## config.mk

```make
export PLATFORM = sky130hd
export DESIGN_NAME = uart_hex_scan_driver
export DESIGN_NICKNAME = d
export VERILOG_FILES = /design/src/rtl/uart_hex_scan_driver.sv
export SDC_FILE = /design/constraint.sdc
export NUM_CORES = 1
export LEC_CHECK = 0
export CAP_MARGIN = 20
export CELL_PAD_IN_SITES_DETAIL_PLACEMENT = 2
export CELL_PAD_IN_SITES_GLOBAL_PLACEMENT = 2
export CORE_MARGIN = 5
export CORE_UTILIZATION = 39
export CTS_BUF_LIST = sky130_fd_sc_hd__clkbuf_16
export CTS_CLUSTER_DIAMETER = 50
export DETAILED_ROUTE_END_ITERATION = 12
export PLACE_DENSITY = 0.88
export SYNTH_ARGS = -nofsm -noshare
export SYNTH_HDL_FRONTEND = slang
export SYNTH_SLANG_ARGS = --single-unit
```

## constraint.sdc

```tcl
create_clock -name clk -period 5.2 [get_ports clk]
set_clock_uncertainty 0.1 [all_clocks]
set_input_delay 0.52 -clock clk [delete_from_list [all_inputs] [get_ports clk]]
set_output_delay 0.52 -clock clk [all_outputs]
set_load 0.005 [all_outputs]
```

## src/rtl/uart_hex_scan_driver.sv

```systemverilog
// Buffers the latest NUM_BYTES UART bytes and scans them as hex nibbles onto a common-anode
// multi-digit display. Optional DISPLAY_BLANK_EN darkens digits not yet loaded since reset/clear.
module uart_hex_scan_driver #(
  parameter int unsigned NUM_BYTES = 2,
  parameter int unsigned SCAN_DIV  = 50000
) (
  input  logic                   clk,
  input  logic                   rst_n,
  input  logic [7:0]             rx_data,
  input  logic                   rx_valid,
  input  logic                   clear,
  output logic [3:0]             hex_digit,
  output logic [2*NUM_BYTES-1:0] digit_sel,
  output logic                   digit_blank,
  output logic [7:0]             rx_count
);

  localparam int unsigned NumDigits = 2 * NUM_BYTES;
  localparam int unsigned BufW      = 8 * NUM_BYTES;
  localparam int unsigned IdxW      = $clog2(NumDigits);
  localparam int unsigned CntW      = $clog2(SCAN_DIV);

  localparam logic [CntW-1:0] ScanLast = CntW'(SCAN_DIV - 1);
  localparam logic [IdxW-1:0] IdxLast  = IdxW'(NumDigits - 1);

  logic [BufW-1:0]      buf_q, buf_d;
  logic [7:0]           rx_count_q, rx_count_d;
  logic [CntW-1:0]      scan_q, scan_d;
  logic [IdxW-1:0]      idx_q, idx_d;
  logic [3:0]           hex_q, hex_d;
  logic [NumDigits-1:0] sel_q, sel_d;
  logic                 blank_q, blank_d;

`ifdef DISPLAY_BLANK_EN
  localparam int unsigned FillW = $clog2(NUM_BYTES + 1);
  logic [FillW-1:0] fill_q, fill_d;
  localparam logic BlankRst = 1'b1;
`else
  localparam logic BlankRst = 1'b0;
`endif

  always_comb begin
    buf_d      = buf_q;
    rx_count_d = rx_count_q;
    if (clear) begin
      buf_d      = '0;
      rx_count_d = '0;
    end else if (rx_valid) begin
      buf_d      = (buf_q << 8) | BufW'(rx_data);
      rx_count_d = rx_count_q + 8'd1;
    end

    scan_d = scan_q + CntW'(1);
    idx_d  = idx_q;
    if (scan_q == ScanLast) begin
      scan_d = '0;
      idx_d  = (idx_q == IdxLast) ? '0 : idx_q + IdxW'(1);
    end

`ifdef DISPLAY_BLANK_EN
    fill_d = fill_q;
    if (clear) begin
      fill_d = '0;
    end else if (rx_valid && (int'(fill_q) != NUM_BYTES)) begin
      fill_d = fill_q + FillW'(1);
    end
    blank_d = (int'(idx_d) >= 2 * int'(fill_q));
`else
    blank_d = 1'b0;
`endif

    // Outputs follow the next index so digit_sel and hex_digit switch on the same edge.
    hex_d = buf_q[{idx_d, 2'b00} +: 4];
    sel_d = blank_d ? '1 : ~(NumDigits'(1) << idx_d);
  end

  always_ff @(posedge clk or negedge rst_n) begin
    if (!rst_n) begin
      buf_q      <= '0;
      rx_count_q <= '0;
      scan_q     <= '0;
      idx_q      <= '0;
      hex_q      <= 4'h0;
      sel_q      <= ~NumDigits'(1);
      blank_q    <= BlankRst;
`ifdef DISPLAY_BLANK_EN
      fill_q     <= '0;
`endif
    end else begin
      buf_q      <= buf_d;
      rx_count_q <= rx_count_d;
      scan_q     <= scan_d;
      idx_q      <= idx_d;
      hex_q      <= hex_d;
      sel_q      <= sel_d;
      blank_q    <= blank_d;
`ifdef DISPLAY_BLANK_EN
      fill_q     <= fill_d;
`endif
    end
  end

  assign hex_digit   = hex_q;
  assign digit_sel   = sel_q;
  assign digit_blank = blank_q;
  assign rx_count    = rx_count_q;

endmodule

```

[After elaboration in Yosys (flattened, before gate mapping)]
Cells that the tools add are included.
Operators by class
  multiplexer cells: 7
  equal/unequal tests: 2
  reduce and logical (&&, ||, !) cells: 1
  $add $sub $neg: 3
  shift operators: 2
  bitwise logic cells: 2
Operators by type and width (number)
  16-bit 2-to-1 mux: 3
  16-bit by 1-bit adder with 16-bit output, second input constant: 1
  16-bit equality test, second input constant: 1
  8-bit 2-to-1 mux: 2
  16-bit by 8-bit bitwise OR with 16-bit output: 1
  16-bit by 5-bit indexed part select with 4-bit output: 1
  8-bit by 1-bit adder with 8-bit output, second input constant: 1
  2-bit 2-to-1 mux: 2
  4-bit inverter: 1
  1-bit by 2-bit left shift with 4-bit output, first input constant: 1
  2-bit by 1-bit adder with 2-bit output, second input constant: 1
  2-bit equality test, second input constant: 1
  2-bit nonzero test: 1
Storage, ports and cells
  input bits: 12
  bits in registers: 50
  output and inout bits: 17
  word-level logic and storage cells: 23

[Longest topological paths before layout]
Gate-level depths: netlist of the first run.
  depth in word-level cells: 5
  depth in mapped cells: 6
  mapped depth without buffers: 6

[Least setup slack after synthesis of the first run]
OpenSTA, ideal clock, no wires.
  path kind: register -> register
  from: register scan_q[4]
  to: register sel_q[0] (netlist: digit_sel[0])
  clock period less this slack: 2.098 ns
  path slack: 3.102 ns
  arrival time: 1.873 ns
  data required time: 4.975 ns
  cell stages (with the launch flop): 6
  path buffers: 1
  cells stage by stage: dfrtp_1 -> or4b_4 -> o41a_1 -> a21o_1 -> buf_6 -> nand2b_1
Between the ends
  cells in the longest elaborated chain, start to end: 4
Ends and longest elaborated chain
  start, declared: RTL line 28  | logic [CntW-1:0] scan_q, scan_d;
  start signal, assigned: RTL line 92  | scan_q <= scan_d;
  16-bit equality test: RTL line 55  | if (scan_q == ScanLast) begin
  2-bit 2-to-1 mux: RTL line 55
  named net idx_d[0]: RTL line 29  | logic [IdxW-1:0] idx_q, idx_d;
  1-bit by 2-bit left shift with 4-bit output: RTL line 74  | sel_d = blank_d ? '1 : ~(NumDigits'(1) << idx_d);
  4-bit inverter: RTL line 74
  named net sel_d[0]: RTL line 31  | logic [NumDigits-1:0] sel_q, sel_d;
  end signal, assigned: RTL line 84  | sel_q <= ~NumDigits'(1);
  end signal, assigned: RTL line 95  | sel_q <= sel_d;
  end, declared: RTL line 31
The timed path passes the listed nets, and every way through them passes these cells.
A chain may end at the register's enable or synchronous reset.

[Worst setup path in the final report of the first run]
  from: register scan_q[7]
  to: register hex_q[1] (netlist: hex_digit[1])
Between the ends
  cells in the longest elaborated chain, start to end: 3
Ends and longest elaborated chain
  16-bit equality test: RTL line 55
  2-bit 2-to-1 mux: RTL line 55
  16-bit by 5-bit indexed part select with 4-bit output: RTL line 73  | hex_d = buf_q[{idx_d, 2'b00} +: 4];
  named net hex_d[1]: RTL line 30  | logic [3:0] hex_q, hex_d;
  end signal, assigned: RTL line 83  | hex_q <= 4'h0;
  end signal, assigned: RTL line 94  | hex_q <= hex_d;
  end, declared: RTL line 30
The timed path passes the listed nets, and every way through them passes these cells.

==> impl_metrics.toml, run 1 <==
[run]
max-cap-violations = 0

[min_path]
min-delay-path-class = "in -> async"

[global_routing]
grt_overflow_total = 0
grt_max_degree = 51
grt_first_pass_wirelength_um = 11200
grt_util_all_layers = 0.189
grt_pass1_vias = 2066
grt_antenna_before_repair = 0

[cts]
clock_tree.root_cell = "clkbuf_16"
tritoncts = "yes"
post_cts_buffers = 0
cts.path.max_buffers = 2
post_cts_resized = 0
ctsHtreeMaxLevel = 2
cts_hold_repair.buffers = 0
path_clk_slew_ns = 0.07
tritoncts_sinks = 50
numCtsBuffers = 5
clk_latency_ns = 0.29

[yosys]
synth.net_count = 230
synth-main-ff-cell = "dfrtp_1"
synth.cell_area_um2 = 2380
synthesis.yosys.warnings = 0
synth_seq_cells = 50
yosys_cell_types = 44
synthesis.instances = 215
postSynth.asyncResetShare = 1.00
synth_area_per_cell_um2 = 11.1
synth-edff-count = 0
ys_seq_area_frac = 0.528

[power_and_ir_drop]
power.leakage_uw = 0.00125
ir_worst_vdd_mv = 0.135
power_per_cell_area_nw_per_um2 = 284
report.power.total_uw = 814

[setup_path]
worstSetupStartpointType = "flop"
path_max_fanout = 8
worstPathArrival_ns = 2.65
cp_data_required_time_ns = 5.29
setup.worst_path.end_class = "flop"
worstSetupStartpoint = "scan_q[7]$_DFF_PN0_"
worstReg2RegStart = "scan_q[7]$_DFF_PN0_"
timing.setup.critical_path_class = "reg -> reg"

[finish]
area.growth.synth_to_final_pct = 20.5
layout.nets = 257
final_core_utilization = 0.484
antenna_diode_instance_count = 0
layout-drive-gt1-share = 0.0909

[placed_design]
gp_congestion = 0.739
io_buffer_count = 27
detailedPlacementHpwl_um = 4430
preCtsSetupSlack_ns = 2.47

[timing]
max_freq_mhz = 392
unrepaired_setup_endpoints_after_global_routing = "false"
finalMaxSlewViolations = 0
timing.final.crit_share = 0.491
hold_violations = 0
worst_slack_ns = 2.65
slew_headroom = 0.403
worstMarginPinSlew_ns = 0.893
setup_viol_count_final = 0
timing.final.crit_period_ns = 2.55
setup_tns_ns = 0

[route]
drt_wl_total_um = 6670
antenna_left = 0
dr.pass1.iters = 4
viasPerCell = 5.68
avgRoutedWirePerCell_um = 21.0
vias = 1800
drtIter0Drc = 59
route.detailed.drc = 0

[die]
initial_core_util = 0.402
die_y_um = 88.1
die_area_um2 = 7760
floorplan.die.width_um = 88.1
core_um2 = 5920
i_o_pin_cnt = 29
std_cell_rows = 28

[outcome]
outcome = "finished, final reports clean"
## power by group
part | switching (uW) | internal (uW) | leakage (uW)
registers | 7.96 | 398 | 0.000662
logic | 26.7 | 25.0 | 0.000513
clock network | 134 | 223 | 0.0000773
## cells in the mapped netlist (all sizes together) (2+ instances only)
master    n  share of area
mux2i    17          0.072
dfstp     3          0.033
a41oi     4          0.015
nor2b     3         0.0079
nand2b    2         0.0053
ha        3          0.016
nor2     32          0.051
nand4     5          0.013
inv       7          0.011
and4bb    2          0.011
o21ai    11          0.023
buf       5          0.014
or3       3         0.0079
nand2     9          0.014
nand3     4         0.0084
a21oi     4         0.0084
dfrtp    47           0.49
nand3b    4          0.013
clkbuf    5         0.0079
nand4bb   2         0.0095
o41a      2         0.0095
a221oi    4          0.015
and4      4          0.016
xnor2     3          0.011
a32oi     4          0.015
xor2     13          0.048
## final cells by class
type	count	area, um2
clock inverters	2	33.8
multi-input cells	148	1040
well taps	75	93.8
fillers	615	3060
repair buffers	30	288
flip-flops and latches	50	1250
inverters	7	26.3
clock buffers	5	125
## layer usage
layer  up-vias  wire length [um]  GRT usage
met4         0                89     0.0563
met1       936              2730      0.218
li1        824                 -          -
met3         8               166     0.0357
met2        32              3680      0.353
met5         -                 0          0
## final timing paths
| kind | endpoint | depth (start not counted) | slack [ns] |
|---|---|---|---|
| setup reg to reg | hex_digit[1]$_DFF_PN0_ | 4 | 2.65 |
| min in group clk | scan_q[0]$_DFF_PN0_ | 1 | 0.37 |
| max in group asynchronous | rx_count[5]$_DFFE_PN0P_ | 2 | 4.34 |
| hold / removal | scan_q[9]$_DFF_PN0_ | 2 | 0.23 |
| hold reg to reg | scan_q[0]$_DFF_PN0_ | 1 | 0.37 |
| setup / recovery | hex_digit[1]$_DFF_PN0_ | 4 | 2.65 |
## metrics by stage
| stage | instances | cell area (um2) | hold slack, ns |
|---|---|---|---|
| 2_1_floorplan | 215 | 2380 | 0.124 |
| 3_3_place_gp | 310 | 2710 | 0.336 |
| 3_5_place_dp | 310 | 2710 | 0.366 |
| 4_1_cts | 317 | 2870 | 0.268 |
| 5_1_grt | 317 | 2870 | 0.299 |
| 6_report | 317 | 2870 | 0.234 |
## critical path: stages, from the launching register on
cell and delay [ns]:
dfrtp_1 0.46, or4b_4 0.60, o41ai_2 0.80, a221oi_1 0.25, a32oi_1 0.25
## kinds of logic (layout without fill, tap and decap cells)
| kind of cell | count (synthesis) | count (layout) | synth area share |
|---|---|---|---|
| compound gates | 34 | 34 | 0.106 |
| fa+ha+maj | 3 | 3 | 0.0158 |
| xor+xnor | 16 | 16 | 0.0589 |
| buf+inv | 17 | 44 | 0.0332 |
| other cells | 1 | 1 | 0.00158 |
| simple gates | 77 | 77 | 0.185 |
| flops | 50 | 50 | 0.528 |
| mux | 17 | 17 | 0.0716 |
## state kept, by name, summed over array words and instances (netlist names)
register / count
rx_count: 8
scan_q: 16
hex_digit: 4
buf_q: 16
digit_sel: 4
idx_q: 2
## placed cells by master (no fill, tap or decap), types with 2 or more instances in the layout
master           count
dfrtp_1             47
nor2_1              32
clkdlybuf4s50_1     26
mux2i_1             17
xor2_1              13
nand2_1              9
o21ai_0              7
inv_1                6
nand4_1              5
clkbuf_16            5
nand3_1              4
o21ai_1              4
nand3b_1             4
a41oi_1              4
a221oi_1             4
a32oi_1              4
a21oi_1              4
or3_1                3
nor2b_1              3
xnor2_1              3
ha_1                 3
dfstp_2              3
buf_4                3
nand4bb_1            2
o41a_1               2
and4bb_2             2
and4_2               2
and4_1               2
nand2b_1             2
Power figures use the tool's default switching activity.
==> run 2, diff against run 1 <==
--- a/config.mk
+++ b/config.mk
@@ -9,11 +9,11 @@
 export CELL_PAD_IN_SITES_DETAIL_PLACEMENT = 2
 export CELL_PAD_IN_SITES_GLOBAL_PLACEMENT = 2
 export CORE_MARGIN = 5
-export CORE_UTILIZATION = 39
+export CORE_UTILIZATION = 36
 export CTS_BUF_LIST = sky130_fd_sc_hd__clkbuf_16
 export CTS_CLUSTER_DIAMETER = 50
 export DETAILED_ROUTE_END_ITERATION = 12
-export PLACE_DENSITY = 0.88
+export PLACE_DENSITY = 0.82
 export SYNTH_ARGS = -nofsm -noshare
 export SYNTH_HDL_FRONTEND = slang
 export SYNTH_SLANG_ARGS = --single-unit
==> constraint.sdc (replaced) <==
create_clock -name clk -period 2.4 [get_ports clk]
set_clock_uncertainty 0.1 [all_clocks]
set_input_delay 0.24 -clock clk [delete_from_list [all_inputs] [get_ports clk]]
set_output_delay 0.24 -clock clk [all_outputs]
set_load 0.005 [all_outputs]
==> run 2 against run 1 <==
  * Hold slack improved by 0.13 ns
  * Sequential cell count unchanged
  * Largest power group is now clock
  * Sequential share of layout area is 1.2 points lower
  * Critical path depth rose by 1
  * Clock power increased to 2.5 times the previous value
  * Fmax increased by 11%
  * Setup slack lost 2.5 ns
  * Final area rose by 2.8%
==> impl_metrics.toml, run 2 (same netlist as run 1, synthesis figures left out) <==
[outcome]
outcome = "finished, final reports clean"

[cts]
tritoncts_sinks = 50
tritoncts = "yes"
path_clk_slew_ns = 0.07
clock_tree.root_cell = "clkbuf_16"
numCtsBuffers = 5
cts.path.max_buffers = 2
cts_hold_repair.buffers = 1
clk_latency_ns = 0.29
post_cts_buffers = 0
post_cts_resized = 0
ctsHtreeMaxLevel = 2

[route]
avgRoutedWirePerCell_um = 19.3
vias = 1797
dr.pass1.iters = 4
drt_wl_total_um = 6290
antenna_left = 0
route.detailed.drc = 0
viasPerCell = 5.51
drtIter0Drc = 34

[finish]
layout.nets = 263
antenna_diode_instance_count = 0
layout_commonest_cell = "dfrtp_1"
layout-drive-gt1-share = 0.112
final_cell_mix = "dfrtp_1 (47), nor2_1 (32), clkdlybuf4s50_1 (26)"
fin_area_um2 = 2950
area.growth.synth_to_final_pct = 23.9

[die]
die_y_um = 91.3
floorplan.die.width_um = 91.3
i_o_pin_cnt = 29
core_um2 = 6390
die_area_um2 = 8330
std_cell_rows = 29
initial_core_util = 0.372

[setup_path]
setup.worst_path.end = "hex_digit[3]$_DFF_PN0_"
rr_endpoint = "hex_digit[3]$_DFF_PN0_"
max_stage_delay_ns = 0.60
rr_worst_depth = 5
timing.setup.critical_path_class = "reg -> reg"
worstSetupStartpointType = "flop"
path_max_fanout = 10
setup.worst_path.end_class = "flop"
worstReg2RegStart = "scan_q[4]$_DFF_PN0_"
critical_path.cell_chain = "or4b_4 > nor4_2 > buf_4 > a21o_1 > a32oi_1"
critical-path-slowest-cell = "or4b_4"
worstPathArrival_ns = 2.34
cp_data_required_time_ns = 2.45
r2r_slack_ns = 0.10
worstSetupStartpoint = "scan_q[4]$_DFF_PN0_"

[timing]
setup_tns_ns = 0
finalMaxSlewViolations = 0
timing.final.crit_share = 0.957
max_freq_mhz = 435
setup_viol_count_final = 0
unrepaired_setup_endpoints_after_global_routing = "false"
timing.final.crit_period_ns = 2.30
slew_headroom = 0.583
hold_violations = 0
worstMarginPinSlew_ns = 0.625

[run]
max-cap-violations = 0

[global_routing]
grt_max_degree = 28
grt_pass1_vias = 2012
grt_antenna_before_repair = 0
grt_util_all_layers = 0.159
grt_first_pass_wirelength_um = 10700
grt_overflow_total = 0

[placed_design]
detailedPlacementHpwl_um = 4370
io_buffer_count = 27
gp_congestion = 0.714
placed_cell_area_um2 = 2750

[power_and_ir_drop]
power_per_cell_area_nw_per_um2 = 641
ir_worst_vdd_mv = 0.429
power.leakage_uw = 0.00129

[min_path]
min-delay-path-class = "reg -> reg"
run 2: worst max-delay path: cells and delay by family (launching register included):
| family | cells | cell delay (ns) |
|---|---|---|
| compound gates | 2 | 0.47 |
| flops | 1 | 0.44 |
| simple gates | 2 | 0.93 |
| buf+inv | 1 | 0.22 |
run 2: power by group:
part	switching (uW)	internal (uW)	total, uW
Sequential	16.3	862	878
Clock	301	594	894
Combinational	57.4	57.4	115
run 2: final cells by class:
class,instances,area (um2)
Multi-Input combinational cell,148,1040
Clock buffer,5,125
Clock inverter,3,63.8
Tap cell,77,96.3
Sequential cell,50,1250
Fill cell,662,3440
Timing Repair Buffer,36,335
Inverter,7,26.3
run 2: metal layers:
metal  vias to the layer above  wire (um)  track usage  part of all wire
li1                        839          -            -                 -
met3                         8        111       0.0240             0.018
met1                       932       2800        0.204              0.44
met4                         0         74       0.0440             0.012
met5                         -          0            0                 0
met2                        18       3310        0.277              0.53
run 2: worst min path at each step:
stage                        start                    to  slack (ns)  cells after the start
2_1_floorplan                rst_n  buf_q[0]$_DFFE_PN0P_       -0.16                      0
3_3_place_gp                 rst_n   scan_q[5]$_DFF_PN0_        0.19                      1
3_5_place_dp                 rst_n   scan_q[5]$_DFF_PN0_        0.20                      1
4_1_cts        scan_q[0]$_DFF_PN0_   scan_q[0]$_DFF_PN0_        0.36                      1
5_1_grt        scan_q[0]$_DFF_PN0_   scan_q[0]$_DFF_PN0_        0.40                      1
6_report       scan_q[0]$_DFF_PN0_   scan_q[0]$_DFF_PN0_        0.36                      1
run 2: through the flow:
step	instances	power [uW]	hold WS, ns	setup slack, ns	util
global route	326	1960	0.397	0.0138	0.461
CTS	326	1910	0.360	0.102	0.461
global placement	317	1010	0.186	0.237	0.430
detailed placement	317	1010	0.203	0.141	0.430
floorplan	215	941	-0.156	0.302	-
finish	326	1890	0.360	0.103	0.461
==> run 3, diff against run 2 <==
--- a/config.mk
+++ b/config.mk
@@ -10,7 +10,6 @@
 export CELL_PAD_IN_SITES_GLOBAL_PLACEMENT = 2
 export CORE_MARGIN = 5
 export CORE_UTILIZATION = 36
-export CTS_BUF_LIST = sky130_fd_sc_hd__clkbuf_16
 export CTS_CLUSTER_DIAMETER = 50
 export DETAILED_ROUTE_END_ITERATION = 12
 export PLACE_DENSITY = 0.82
==> run 3 against run 2 <==
  * Via count increased by 0.67%
  * Clock power decreased by 19%
  * Final area decreased by 1.6%
  * Sequential share of layout area increased by 0.68 points
  * Critical path depth unchanged
  * Register-to-register slack got worse by 0.02 ns
  * Combinational power about the same
  * Core utilization decreased by 0.72 points
  * Die area unchanged
  * Global-route usage increased by 0.055 points
  * Wire length increased by 0.86%
  * Largest cell class unchanged
  * Largest power group is now registers
==> impl_metrics.toml, run 3 (same netlist as run 1, synthesis figures left out) <==
[outcome]
outcome = "finished, final reports clean"

[timing]
max_freq_mhz = 432
unrepaired_setup_endpoints_after_global_routing = "false"
slew_headroom = 0.576
worstMarginPinSlew_ns = 0.637
hold_ws_ns = 0.354
timing.final.crit_share = 0.964
setup_tns_ns = 0
setup_viol_count_final = 0
worst_slack_ns = 0.0859
finalMaxSlewViolations = 0
hold_violations = 0
timing.final.crit_period_ns = 2.31

[route]
vias = 1809
m1WireLength_um = 2760
dr.pass1.iters = 4
met3_wirelength_from_detailed_routing_um = 101
avgRoutedWirePerCell_um = 19.5
route.detailed.drc = 0
drt_wl_total_um = 6340
dr_wl_met2_um = 3420
viasPerCell = 5.55
drtIter0Drc = 34
antenna_left = 0
top_signal_layer_used = "met4"

[global_routing]
grt_util_all_layers = 0.159
grt_max_degree = 28
grt_overflow_total = 0
grt_antenna_before_repair = 0
grt_pass1_vias = 1993
grt_first_pass_wirelength_um = 10700

[die]
die_area_um2 = 8330
die_y_um = 91.3
floorplan.die.width_um = 91.3
i_o_pin_cnt = 29
std_cell_rows = 29
initial_core_util = 0.372
core_um2 = 6390

[finish]
final_cell_mix = "dfrtp_1 (47), nor2_1 (32), clkdlybuf4s50_1 (26)"
layout_commonest_cell = "dfrtp_1"
antenna_diode_instance_count = 0
instances_no_fill = 326
layout-drive-gt1-share = 0.116
layout.nets = 263
area.growth.synth_to_final_pct = 21.9

[setup_path]
worstReg2RegStart = "scan_q[4]$_DFF_PN0_"
r2r_slack_ns = 0.09
rr_worst_depth = 5
worstSetupStartpointType = "flop"
critical_path.n_buffers_inverters = 1
path_max_fanout = 10
worstPathArrival_ns = 2.39
rr_endpoint = "hex_digit[3]$_DFF_PN0_"
critical_path.cell_chain = "or4b_4 > nor4_2 > buf_4 > a21o_1 > a32oi_1"
timing.setup.critical_path_class = "reg -> reg"
critical-path-slowest-cell = "or4b_4"
worstSetupStartpoint = "scan_q[4]$_DFF_PN0_"
cp_top_family = "simple AND/OR/NAND/NOR gates"
max_stage_delay_ns = 0.60
cp_data_required_time_ns = 2.47
setup.worst_path.end_class = "flop"

[cts]
tritoncts_sinks = 50
numCtsBuffers = 5
path_clk_slew_ns = 0.09
post_cts_buffers = 0
tritoncts = "yes"
ctsHtreeMaxLevel = 2
clock_tree.root_cell = "clkbuf_8"
post_cts_resized = 0
cts.path.max_buffers = 2
clk_latency_ns = 0.30

[placed_design]
preCtsSetupSlack_ns = 0.141
io_buffer_count = 27
gp_congestion = 0.714
dpl.cell_count = 317
detailedPlacementHpwl_um = 4370

[min_path]
timing.hold.worst_path_depth = 1
min-delay-path-class = "reg -> reg"
hold-path-endpoint = "scan_q[0]$_DFF_PN0_"
hp-start = "scan_q[0]$_DFF_PN0_"

[power_and_ir_drop]
power.leakage_uw = 0.00127
ir_worst_vdd_mv = 0.286
power_per_cell_area_nw_per_um2 = 593

[run]
max-cap-violations = 0
[run 3: cell types whose count changed in the layout (fill, tap and decap cells not counted), sizes merged]
cell    delta
clkinv     -1
clkbuf     +1
[run 3: power breakdown]
part           leakage [uW]  switching [uW]  total [uW]  internal [uW]
clock             0.0000714             281         725            445
sequential         0.000662            15.5         877            861
combinational      0.000541            58.1         116           57.4
total               0.00127             355        1720           1360
[run 3: worst max-delay path by stage]
stage / endpoint / cells after the start / slack (ns)
after global routing: hex_digit[3]$_DFF_PN0_ / 5 / 0.02
after global placement: hex_digit[1]$_DFF_PN0_ / 5 / 0.24
after floorplan: digit_sel[0]$_DFF_PN0_ / 5 / 0.30
after CTS: hex_digit[3]$_DFF_PN0_ / 5 / 0.06
final: hex_digit[3]$_DFF_PN0_ / 5 / 0.09
after detailed placement: hex_digit[3]$_DFF_PN0_ / 5 / 0.14
[run 3: cell type report]
type | count | area (um2)
Fill cell | 666 | 3490
Sequential cell | 50 | 1250
Multi-Input combinational cell | 148 | 1040
Timing Repair Buffer | 36 | 335
Tap cell | 77 | 96.3
Clock buffer | 6 | 82.6
Clock inverter | 2 | 60.1
Inverter | 7 | 26.3
[run 3: repair_timing]
action                                  in CTS  in global routing
hold buffers                                 1                  0
hold endpoints to repair                    23                  0
endpoints found under the setup margin       0                  0
[run 3: through the flow]
stage,cell area [um2],util,total power (uW)
2_1_floorplan,2380,-,941
3_3_place_gp,2750,0.430,1010
3_5_place_dp,2750,0.430,1010
4_1_cts,2900,0.454,1740
5_1_grt,2900,0.454,1790
6_report,2900,0.454,1720
[run 3: per-layer routing]
metal  track usage  vias up
met1         0.196      954
met3        0.0240        5
met2         0.287       16
met4        0.0477        0
li1              -      834
met5             0        -
